$ cat src/rtl/instr_fetch_ctrl.sv
// Instruction fetch sequencer.
// Reads the boot PC from the reset vector at addresses 0/1. It then walks the
// instruction memory and assembles one-word and two-word (opcode + immediate)
// instructions for decode. Stall freezes everything. Redirect restarts fetch
// at a new target and drops any half-assembled instruction.
//
// state     | meaning
// ----------+-----------------------------------------------------------
// BOOT_HI   | reading address 0, latching the upper PC bits of the vector
// BOOT_LO   | reading address 1, forming the boot PC
// FETCH     | reading the first word of an instruction at the fetch PC
// FETCH_IMM | first word held as pending, reading its immediate word

module instr_fetch_ctrl #(
    parameter int WORD_LENGTH   = 16,
    parameter int ADDRESS_SPACE = 21,
    parameter int IMM_FLAG_BIT  = 0
) (
    input  logic                     clk,
    input  logic                     reset,
    output logic [ADDRESS_SPACE-1:0] mar,
    input  logic [WORD_LENGTH-1:0]   mdr,
    input  logic                     stall,
    input  logic                     redirect,
    input  logic [ADDRESS_SPACE-1:0] redirect_pc,
    output logic [WORD_LENGTH-1:0]   ir,
    output logic [WORD_LENGTH-1:0]   imm,
    output logic [ADDRESS_SPACE-1:0] pc_out,
    output logic                     if_valid
);

    // The reset vector word at address 0 supplies the PC bits above one memory word.
    localparam int UPPER_W = ADDRESS_SPACE - WORD_LENGTH;

    localparam logic [1:0] BOOT_HI   = 2'd0;
    localparam logic [1:0] BOOT_LO   = 2'd1;
    localparam logic [1:0] FETCH     = 2'd2;
    localparam logic [1:0] FETCH_IMM = 2'd3;

    logic [1:0]               state;
    logic [1:0]               state_nxt;
    logic [ADDRESS_SPACE-1:0] fetch_pc;
    logic [ADDRESS_SPACE-1:0] fetch_pc_nxt;
    logic [ADDRESS_SPACE-1:0] fetch_pc_inc;
    logic [UPPER_W-1:0]       boot_upper;
    logic [UPPER_W-1:0]       boot_upper_nxt;
    logic [WORD_LENGTH-1:0]   pend_word;
    logic [WORD_LENGTH-1:0]   pend_word_nxt;
    logic [ADDRESS_SPACE-1:0] pend_pc;
    logic [ADDRESS_SPACE-1:0] pend_pc_nxt;
    logic [WORD_LENGTH-1:0]   ir_nxt;
    logic [WORD_LENGTH-1:0]   imm_nxt;
    logic [ADDRESS_SPACE-1:0] pc_out_nxt;
    logic                     if_valid_nxt;
    logic                     imm_flag;

    // Natural-width add, so the fetch PC wraps from all-ones to zero.
    assign fetch_pc_inc = fetch_pc + ADDRESS_SPACE'(1);
    assign imm_flag     = mdr[IMM_FLAG_BIT];

    // Memory address: fixed vector locations during boot, fetch PC afterwards.
    always_comb begin
        case (state)
            BOOT_HI: mar = '0;
            BOOT_LO: mar = ADDRESS_SPACE'(1);
            default: mar = fetch_pc;
        endcase
    end

    // Next-state and datapath decisions; every register holds unless told otherwise.
    always_comb begin
        state_nxt      = state;
        fetch_pc_nxt   = fetch_pc;
        boot_upper_nxt = boot_upper;
        pend_word_nxt  = pend_word;
        pend_pc_nxt    = pend_pc;
        ir_nxt         = ir;
        imm_nxt        = imm;
        pc_out_nxt     = pc_out;
        if_valid_nxt   = if_valid;

        case (state)
            BOOT_HI: begin
                boot_upper_nxt = mdr[UPPER_W-1:0];
                state_nxt      = BOOT_LO;
            end
            BOOT_LO: begin
                fetch_pc_nxt = {boot_upper, mdr};
                state_nxt    = FETCH;
            end
            default: begin
                if (redirect) begin
                    // Redirect wins over stall. A pending first word is simply
                    // forgotten, because FETCH never looks at it again.
                    fetch_pc_nxt = redirect_pc;
                    state_nxt    = FETCH;
                    if_valid_nxt = 1'b0;
                end else if (!stall) begin
                    fetch_pc_nxt = fetch_pc_inc;
                    if (state == FETCH_IMM) begin
                        ir_nxt       = pend_word;
                        imm_nxt      = mdr;
                        pc_out_nxt   = pend_pc;
                        if_valid_nxt = 1'b1;
                        state_nxt    = FETCH;
                    end else if (imm_flag) begin
                        pend_word_nxt = mdr;
                        pend_pc_nxt   = fetch_pc;
                        if_valid_nxt  = 1'b0;
                        state_nxt     = FETCH_IMM;
                    end else begin
                        ir_nxt       = mdr;
                        imm_nxt      = '0;
                        pc_out_nxt   = fetch_pc;
                        if_valid_nxt = 1'b1;
                    end
                end
            end
        endcase
    end

    // Sequencer state: FSM, fetch PC, boot vector upper bits, pending first word.
    always_ff @(posedge clk or negedge reset) begin
        if (!reset) begin
            state      <= BOOT_HI;
            fetch_pc   <= '0;
            boot_upper <= '0;
            pend_word  <= '0;
            pend_pc    <= '0;
        end else begin
            state      <= state_nxt;
            fetch_pc   <= fetch_pc_nxt;
            boot_upper <= boot_upper_nxt;
            pend_word  <= pend_word_nxt;
            pend_pc    <= pend_pc_nxt;
        end
    end

    // Decode-facing output register (IF/ID handoff).
    always_ff @(posedge clk or negedge reset) begin
        if (!reset) begin
            ir       <= '0;
            imm      <= '0;
            pc_out   <= '0;
            if_valid <= 1'b0;
        end else begin
            ir       <= ir_nxt;
            imm      <= imm_nxt;
            pc_out   <= pc_out_nxt;
            if_valid <= if_valid_nxt;
        end
    end

endmodule

$ cat config.mk
export PLATFORM = sky130hd
export DESIGN_NAME = instr_fetch_ctrl
export DESIGN_NICKNAME = d
export VERILOG_FILES = /design/src/rtl/instr_fetch_ctrl.sv
export SDC_FILE = /design/constraint.sdc
export NUM_CORES = 1
export LEC_CHECK = 0
export ABC_AREA = 0
export CORE_MARGIN = 3
export CORE_UTILIZATION = 46
export DETAILED_ROUTE_END_ITERATION = 10
export GPL_TIMING_DRIVEN = 0
export HOLD_SLACK_MARGIN = 0.06
export PLACE_DENSITY = 0.78
export REMOVE_ABC_BUFFERS = 1
export SLEW_MARGIN = 20
export SYNTH_ARGS = -nofsm -noshare
export SYNTH_HDL_FRONTEND = slang
export SYNTH_SLANG_ARGS = --single-unit
export TNS_END_PERCENT = 20
$ cat constraint.sdc
create_clock -name clk -period 1.8 [get_ports clk]
set_input_delay 0.36 -clock clk [delete_from_list [all_inputs] [get_ports clk]]
set_output_delay 0.36 -clock clk [all_outputs]
set_load 0.1 [all_outputs]
# After elaboration in Yosys (flattened, before gate mapping)

Cells that the tools add are included.

Output and inout bits: 75
Input port bits: 41
Logic and storage cells: 48
Bits in registers: 119

Add/sub/neg operators: 1
Bitwise logic cells: 5
Muxes and demuxes: 19
Reductions and logical operators: 8
Equal/unequal tests: 6

Operators by type and width:

| cell                    | count |
|---|---|
| $mux W21                | 4 |
| $pmux W21 S2            | 2 |
| $mux W16                | 4 |
| $add A21 B1 Y21 const B | 1 |
| $mux W2                 | 4 |
| $reduce_and A2 Y1       | 3 |
| $not A1 Y1              | 5 |
| $reduce_and A5 Y1       | 1 |
| $reduce_bool A5 Y1      | 1 |
| $mux W1                 | 4 |
| $ne A2 B1 Y1 const B    | 2 |
| $ne A4 B1 Y1 const B    | 1 |
| $pmux W2 S2             | 1 |
| $reduce_and A4 Y1       | 1 |
| $ne A3 B1 Y1 const B    | 1 |
| $eq A2 B1 Y1 const B    | 1 |
| $eq A2 B2 Y1 const B    | 1 |
| $logic_not A2 Y1        | 1 |
| $reduce_or A2 Y1        | 1 |

# Logic depth before layout (Yosys ltp)

Depth in word-level cells: 5
Gate-level depth with buffers: 8
Depth with buffers taken out: 5

# Worst setup path before layout

No wires, ideal clock.

Path kind: register -> output
From: reg state[0]
To: out mar[0]
Arrival time: 2071 ps
Buffers on the path: 3
Required time: 1440 ps
Setup slack: -631 ps
Cell stages (with the launch flop): 6
Path through: dfrtp_1 > clkbuf_1 > nor2b_1 > clkbuf_1 > clkbuf_1 > a21o_1

Cells in the longest elaborated chain, start to end: 2
Elaborated cells on any way between the ends: 3
Classes of those cells: 1 x eq/ne; 1 x mux; 1 x reduce/logical

Ends and longest elaborated chain:

| element                                                 | RTL line | source |
|---|---|---|
| start, declared                                         | 40       | `logic [1:0] state;` |
| start signal, assigned                                  | 131      | `state <= state_nxt;` |
| $eq A2 B1 Y1 / $logic_not A2 Y1 (equally long branches) | 63       | `case (state)` |
| $pmux W21 S2 (*)                                        | 63       |  |
| end, declared                                           | 21       | `output logic [ADDRESS_SPACE-1:0] mar,` |

Every way passes the cells marked *; elsewhere a longest branch is shown, timed or not.

# Worst setup path after layout

From: reg state[1]
To: out mar[0]

Same word-level chain as after synthesis.

==> flow_summary.toml <==
[routing]
ant_nets = 0
num_vias = 4649
first_iter_violations = 441
vias_per_cell = 5.72
drt-total-wl_um = 16400
wl_per_cell_um = 20.2
drc = 0
dr.pass1.iters = 6

[outcome]
violations = "negative setup slack"
outcome = "finished, violations left"

[logic_synthesis]
synth.cell_area_sq_um = 5720
synth.area.top_cells = "dfrtp_1, mux2_4, mux2i_1, o21ai_0, nand2_1"
synthTopCellsByCount = "dfrtp_1, nand2_1, o21ai_0, mux2i_1, mux2_4"
ys_warn_count = 0
async_reset_ff_frac = 1.00
synth_top_cell_by_area = "dfrtp_1"
avgSynthCellArea_sq_um = 11.2
ys_ff_latch = 119
yosysSeqAreaShare = 0.520
synth_edf_count = 0
yosysUniqueCellTypes = 51
synth_ff_type = "dfrtp_1"
synth.top_cell.area_share = 0.520
synthCells = 513
synth_most_common_cell = "dfrtp_1"

[timing]
worst_pin_slew_ns = 0.784
period_minus_slack_ns = 1.93
finClkSkew_ns = 0.00799
period_share = 1.07
worst_hold_slack_ns = 0.421
slew_violations = 0
fin_ws_ns = -0.128
rsz0062_at_grt = "true"
hold_viol = 0
tns_ns = -5.02
max_freq_mhz = 519
setup_violations = 76
slew_headroom = 0.478

[floorplan]
die_x_um = 118
start_util = 0.473
fp.dieArea_sq_um = 13800
coreArea_sq_um = 12100
die_y_um = 118
pin_count = 116
num_rows = 40

[cts]
htree_levels = 4
clkSinkCount = 119
numCtsBuffers = 17
clkLatencyLatePin_ns = 0.41
cts_root_buffer = "clkbuf_16"
path_clk_slew_ns = 0.05
clockBufferDepth = 2
tritoncts = "built"

[final_layout]
final_nets = 675
diodes = 0
fin_util = 0.674
drive_above_1_share = 0.316
synthToLayoutAreaGrowth_pct = 42.7
postLayoutCellArea_sq_um = 8170

[placement]
pre_cts_ws_ns = -1.42
hpwlAfterDp_um = 9600
io_buffers = 115
gp_congestion = 0.832
place_area_sq_um = 7060

[worst_setup_path]
arrival_ns = 1.57
path_class = "register to output pin"
crit_required_ns = 1.44
cp-end-kind = "output pin"
crit_fanout = 18
start_kind = "register"

[worst_hold_path]
hp-class = "input pin to asynchronous set/reset pin"

[flow_run]
cap_violations = 0

[grt]
grt_pass1_vias = 4834
grt_max_degree = 82
grt_use_total = 0.246
antenna_found_initial = 0
grt_remaining_overflow = 0
grt_pass1_wl_um = 26600

[power]
p_leak_nw = 3.77
ir_drop_v = 0.000942
power.density_nw_per_um2 = 1340
==> final cells by class <==
class / count / area [sq um]
clock inverters: 10 / 128
well taps: 168 / 210
repair buffers: 137 / 1620
inverters: 7 / 26.3
clock buffers: 21 / 460
fillers: 901 / 3940
multi-input cells: 351 / 2720
flip-flops and latches: 119 / 3000
==> critical path: stages (launching register included) <==
cell and delay [ns]:
dfrtp_4 0.51, buf_12 0.17, nor2b_4 0.13, a21o_1 0.15
buf_12 0.18
==> cells by family after synthesis <==
family,count (synthesis),share of synthesized area
simple gates,143,0.128
flops,119,0.520
compound gates,114,0.132
mux,80,0.168
buf+inv,50,0.0404
xor+xnor,6,0.00918
fa+ha+maj,1,0.00219
==> per-stage QoR <==
step	cells	power, mW
floorplan	470	6.38
global placement	753	7.32
detailed placement	760	7.41
CTS	813	10.9
global route	813	11.3
finish	813	10.9
==> report_power, final <==
group / total (mW) / internal [mW] / leakage [nW] / switching (mW)
sequential: 3.60 / 3.17 / 1.47 / 0.424
combinational: 3.92 / 1.16 / 2.02 / 2.76
clock: 3.40 / 2.22 / 0.292 / 1.17
total: 10.9 / 6.55 / 3.77 / 4.36
==> what timing repair did <==
action / in CTS / in global routing
buffers inserted: 13 / 0
pin swaps: 14 / 1
gates resized for setup: 367 / 7
cloned: 8 / 0
endpoints found under the hold margin: 38 / 0
setup endpoints to repair: 194 / 104
hold buffers: 1 / 0
==> metal layers <==
layer	global-route usage	vias up	share of wire
li1	-	2108	-
met1	0.322	2299	0.43
met2	0.393	198	0.48
met3	0.0682	44	0.066
met4	0.0894	0	0.028
met5	0	-	0
==> registers in the layout (all words and copies together), names as in the netlist <==
name and flops:
pc_out 21, if_valid 1, fetch_pc 21, pend_word 16, boot_upper 5, ir 16
imm 16, pend_pc 21, state 2
==> path summary, 6_finish.rpt <==
kind | startpoint | end | slack [ns] | depth (start not counted)
worst min-delay path | reset | imm[9] | 0.42 | 2
worst max register to register | state[1] | pend_word[9] | -0.09 | 4
worst max-delay path | state[1] | mar[0] | -0.13 | 4
max in group asynchronous | reset | state[0] | 0.61 | 3
worst min register to register | pend_word[0] | pend_word[0] | 0.47 | 1
min in group clk | pend_word[0] | pend_word[0] | 0.47 | 1
==> cells in the final DEF, fill, tap and decap left out, types with 15 or more instances in the layout <==
cell type / count
and2_1: 19
buf_6: 15
o21ai_0: 44
a22o_1: 19
clkdlybuf4s50_1: 37
nand2_1: 59
clkdlybuf4s15_2: 53
clkbuf_16: 17
mux2_4: 32
mux2i_1: 43
dfrtp_1: 107
Note: power is estimated with default switching activity, not from simulation.
==> patch (config.mk and constraints unchanged) <==
`imm` no longer has a reset.
--- a/src/rtl/instr_fetch_ctrl.sv
+++ b/src/rtl/instr_fetch_ctrl.sv
@@ -142,3 +142,2 @@
             ir       <= '0;
-            imm      <= '0;
             pc_out   <= '0;
@@ -147,3 +146,2 @@
             ir       <= ir_nxt;
-            imm      <= imm_nxt;
             pc_out   <= pc_out_nxt;
@@ -153,2 +151,6 @@
 
+    always_ff @(posedge clk) begin
+        imm <= imm_nxt;
+    end
+
 endmodule
Check against the original RTL: not equivalent (a bounded check fails within 10 cycles, from zero or initial values and one cycle with reset low; the reset may be asserted at any time).
==> patch against the unedited design <==
- the run still ends with negative setup slack left
- hold slack got worse by 0.023 ns
- synthesized area decreased by 1.4%
- power decreased by 3.2%
- design area increased by 2.6%
- clock power increased by 2%
- final cell count decreased by 3.9%
- first-iteration DRC count decreased by 19%
- sequential cell count unchanged
- routed wire length decreased by 1.1%
- non-clock buffer count increased by 21
- via count decreased by 2.6%
- setup slack got worse by 0.048 ns
- highest routed layer unchanged
==> patch: results (changes against the unedited design) <==
Outcome:
- Run status: finished, violations left (unchanged).
- Failing checks: negative setup slack (unchanged).

Worst setup path:
- The register-to-register setup slack was -0.04 ns (was -0.09 ns).
- The maximum fanout count along the critical path is 5 (was 18).
- The origin of the critical flop-to-flop path is fetch_pc[8]$_DFFE_PN0P_ (was state[1]$_DFFE_PN0P_).
- The endpoint of the lowest-slack register-to-register path is fetch_pc[19]$_DFFE_PN0P_ (was pend_word[9]$_DFFE_PN0P_).
- The worst path arrival time is 1.62 ns (was 1.57 ns).
- The depth of the most critical reg-to-reg path is 5 (was 4).

Detailed routing:
- The via count of the routed design is 4530 (was 4649).
- The number of detailed-routing iterations run before antenna repair came to 5 (was 6).
- The number of design-rule violations left by the first detailed-router iteration is 356 (was 441).
- The final wirelength is 16200 um (was 16400 um).

Finish:
- The fill cell total of the finished layout came to 808 (was 901).
- The share of final-layout standard cells stronger than drive strength 1 is 37.0% (was 31.6%).
- The number of nets in the finished design is 667 (was 675).

Logic synthesis:
- The complex-gate fraction of the synthesized area is 11.3% (was 13.2%).
- The multiplexer share of the synthesized area is 16.9% (was 16.8%).
- Cells taking the most area after synthesis: dfrtp_1 46%, edfxtp_1 8.5%, mux2_4 7.7%, mux2i_1 6.6%, a21oi_1 4.3% (was dfrtp_1 52%, mux2_4 7.9%, mux2i_1 7.5%, o21ai_0 4.1%, nand2_1 4.0%).
- The count of distinct cell types in the synthesized netlist came to 44 (was 51).
- The share of synthesized flip-flops with an asynchronous set or reset was 86.6% (was 100%).
- The number of enable flip-flop cells after synthesis came to 16 (was 0).
- The part of the Yosys area used for sequential elements is 54.2% (was 52.0%).
- The post-synthesis adder-cell area fraction came to 0.222% (was 0.219%).
- The post-synthesis share of cell area spent on xor and xnor gates is 1.24% (was 0.918%).

Pwr:
- The worst-case vdd ir drop came to 939 uV (was 942 uV).
- The standby leakage power is 0.00385 uW (was 0.00377 uW).

Timing:
- The least setup slack across all paths after layout is -0.176 ns (was -0.128 ns).
- The total of endpoints with negative setup slack in the final report is 37 (was 76).
- The normalized max-slew margin is 51.7% (was 47.8%).
- The maximum clock skew at final layout came to 0.00608 ns (was 0.00799 ns).

GRT:
- The maximum number of pins on one net before global-route repair is 72 (was 82).
- The number of global-route vias before repair is 4604 (was 4834).
- The aggregate global-route resource usage is 23.5% (was 24.6%).
- The wire length of the first global-routing pass came to 24500 um (was 26600 um).

Placement:
- The post-placement setup slack is -1.49 ns (was -1.42 ns).
patch: changes by cell type in the layout (fill, tap and decap cells not counted), sizes merged, moves of 9 or more:
| cell | delta |
|---|---|
| edfxtp | +16 |
| a22o | -19 |
| nand2 | -45 |
| nor2 | +43 |
| and3 | +17 |
| or3 | -9 |
| a21oi | +43 |
| dfrtp | -16 |
| o21ai | -35 |
| buf | +19 |
patch: per-stage QoR:
stage	instances	power, uW	hold slack, ns	setup TNS [ns]	cell area [um2]
finish	781	10600	0.399	-2.61	8380
global route	781	10900	0.428	-4.68	8380
CTS	767	10600	0.397	-10.84	8230
detailed placement	708	6900	0.273	-138.44	6920
global placement	703	6840	0.450	-924.98	6770
floorplan	445	6010	0.0644	-302.42	5440
patch: power by group:
group	switching (uW)	internal, uW	total [uW]
logic	2440	1120	3560
registers	352	3180	3530
clock network	1230	2240	3470
total	4020	6540	10600
patch: worst min path at each step:
stage | startpoint | end | slack, ns | depth (start not counted)
final | reset | fetch_pc[20]$_DFFE_PN0P_ | 0.40 | 2
after detailed placement | reset | fetch_pc[18]$_DFFE_PN0P_ | 0.27 | 1
after floorplan | reset | boot_upper[0]$_DFFE_PN0P_ | 0.06 | 0
after CTS | reset | fetch_pc[20]$_DFFE_PN0P_ | 0.40 | 2
after global routing | reset | pend_word[0]$_DFFE_PN0P_ | 0.43 | 2
after global placement | pend_word[0]$_DFFE_PN0P_ | pend_word[0]$_DFFE_PN0P_ | 0.45 | 1
patch: final cells by class:
| cell class | instances | share of cell area (%) |
|---|---|---|
| inverters | 3 | 0.134 |
| clock buffers | 20 | 5.45 |
| repair buffers | 158 | 23.6 |
| flip-flops and latches | 119 | 36.7 |
| clock inverters | 12 | 1.81 |
| multi-input cells | 326 | 30.2 |
| well taps | 143 | 2.13 |
patch: what timing repair did:
item,in CTS,in global routing
pin swaps,5,8
endpoints found under the setup margin,188,126
hold endpoints to repair,32,0
gates cloned,2,3
buffers inserted,24,12
resized for setup,397,19
hold buffers,1,0
patch: per-layer routing:
metal | vias up | wire length (um) | GRT usage [%]
met5 | - | 0 | 0
met4 | 0 | 264 | 6.73
met3 | 26 | 1110 | 7.10
met2 | 187 | 8040 | 38.9
met1 | 2278 | 6800 | 30.0
li1 | 2039 | - | -
patch: worst max-delay path: stages, from the launching register on:
cell and delay (ns):
dfrtp_4 0.51, buf_6 0.15, buf_12 0.13, buf_12 0.12, and2_4 0.14, buf_12 0.16
patch: kinds of logic (layout without fill, tap and decap cells):
kind of cell    after synthesis  count (layout)
compound gates              105             105
xor+xnor                      8               8
fa+ha+maj                     1               1
buf+inv                      42             193
flops                       119             119
mux                          79              79
simple gates                130             133
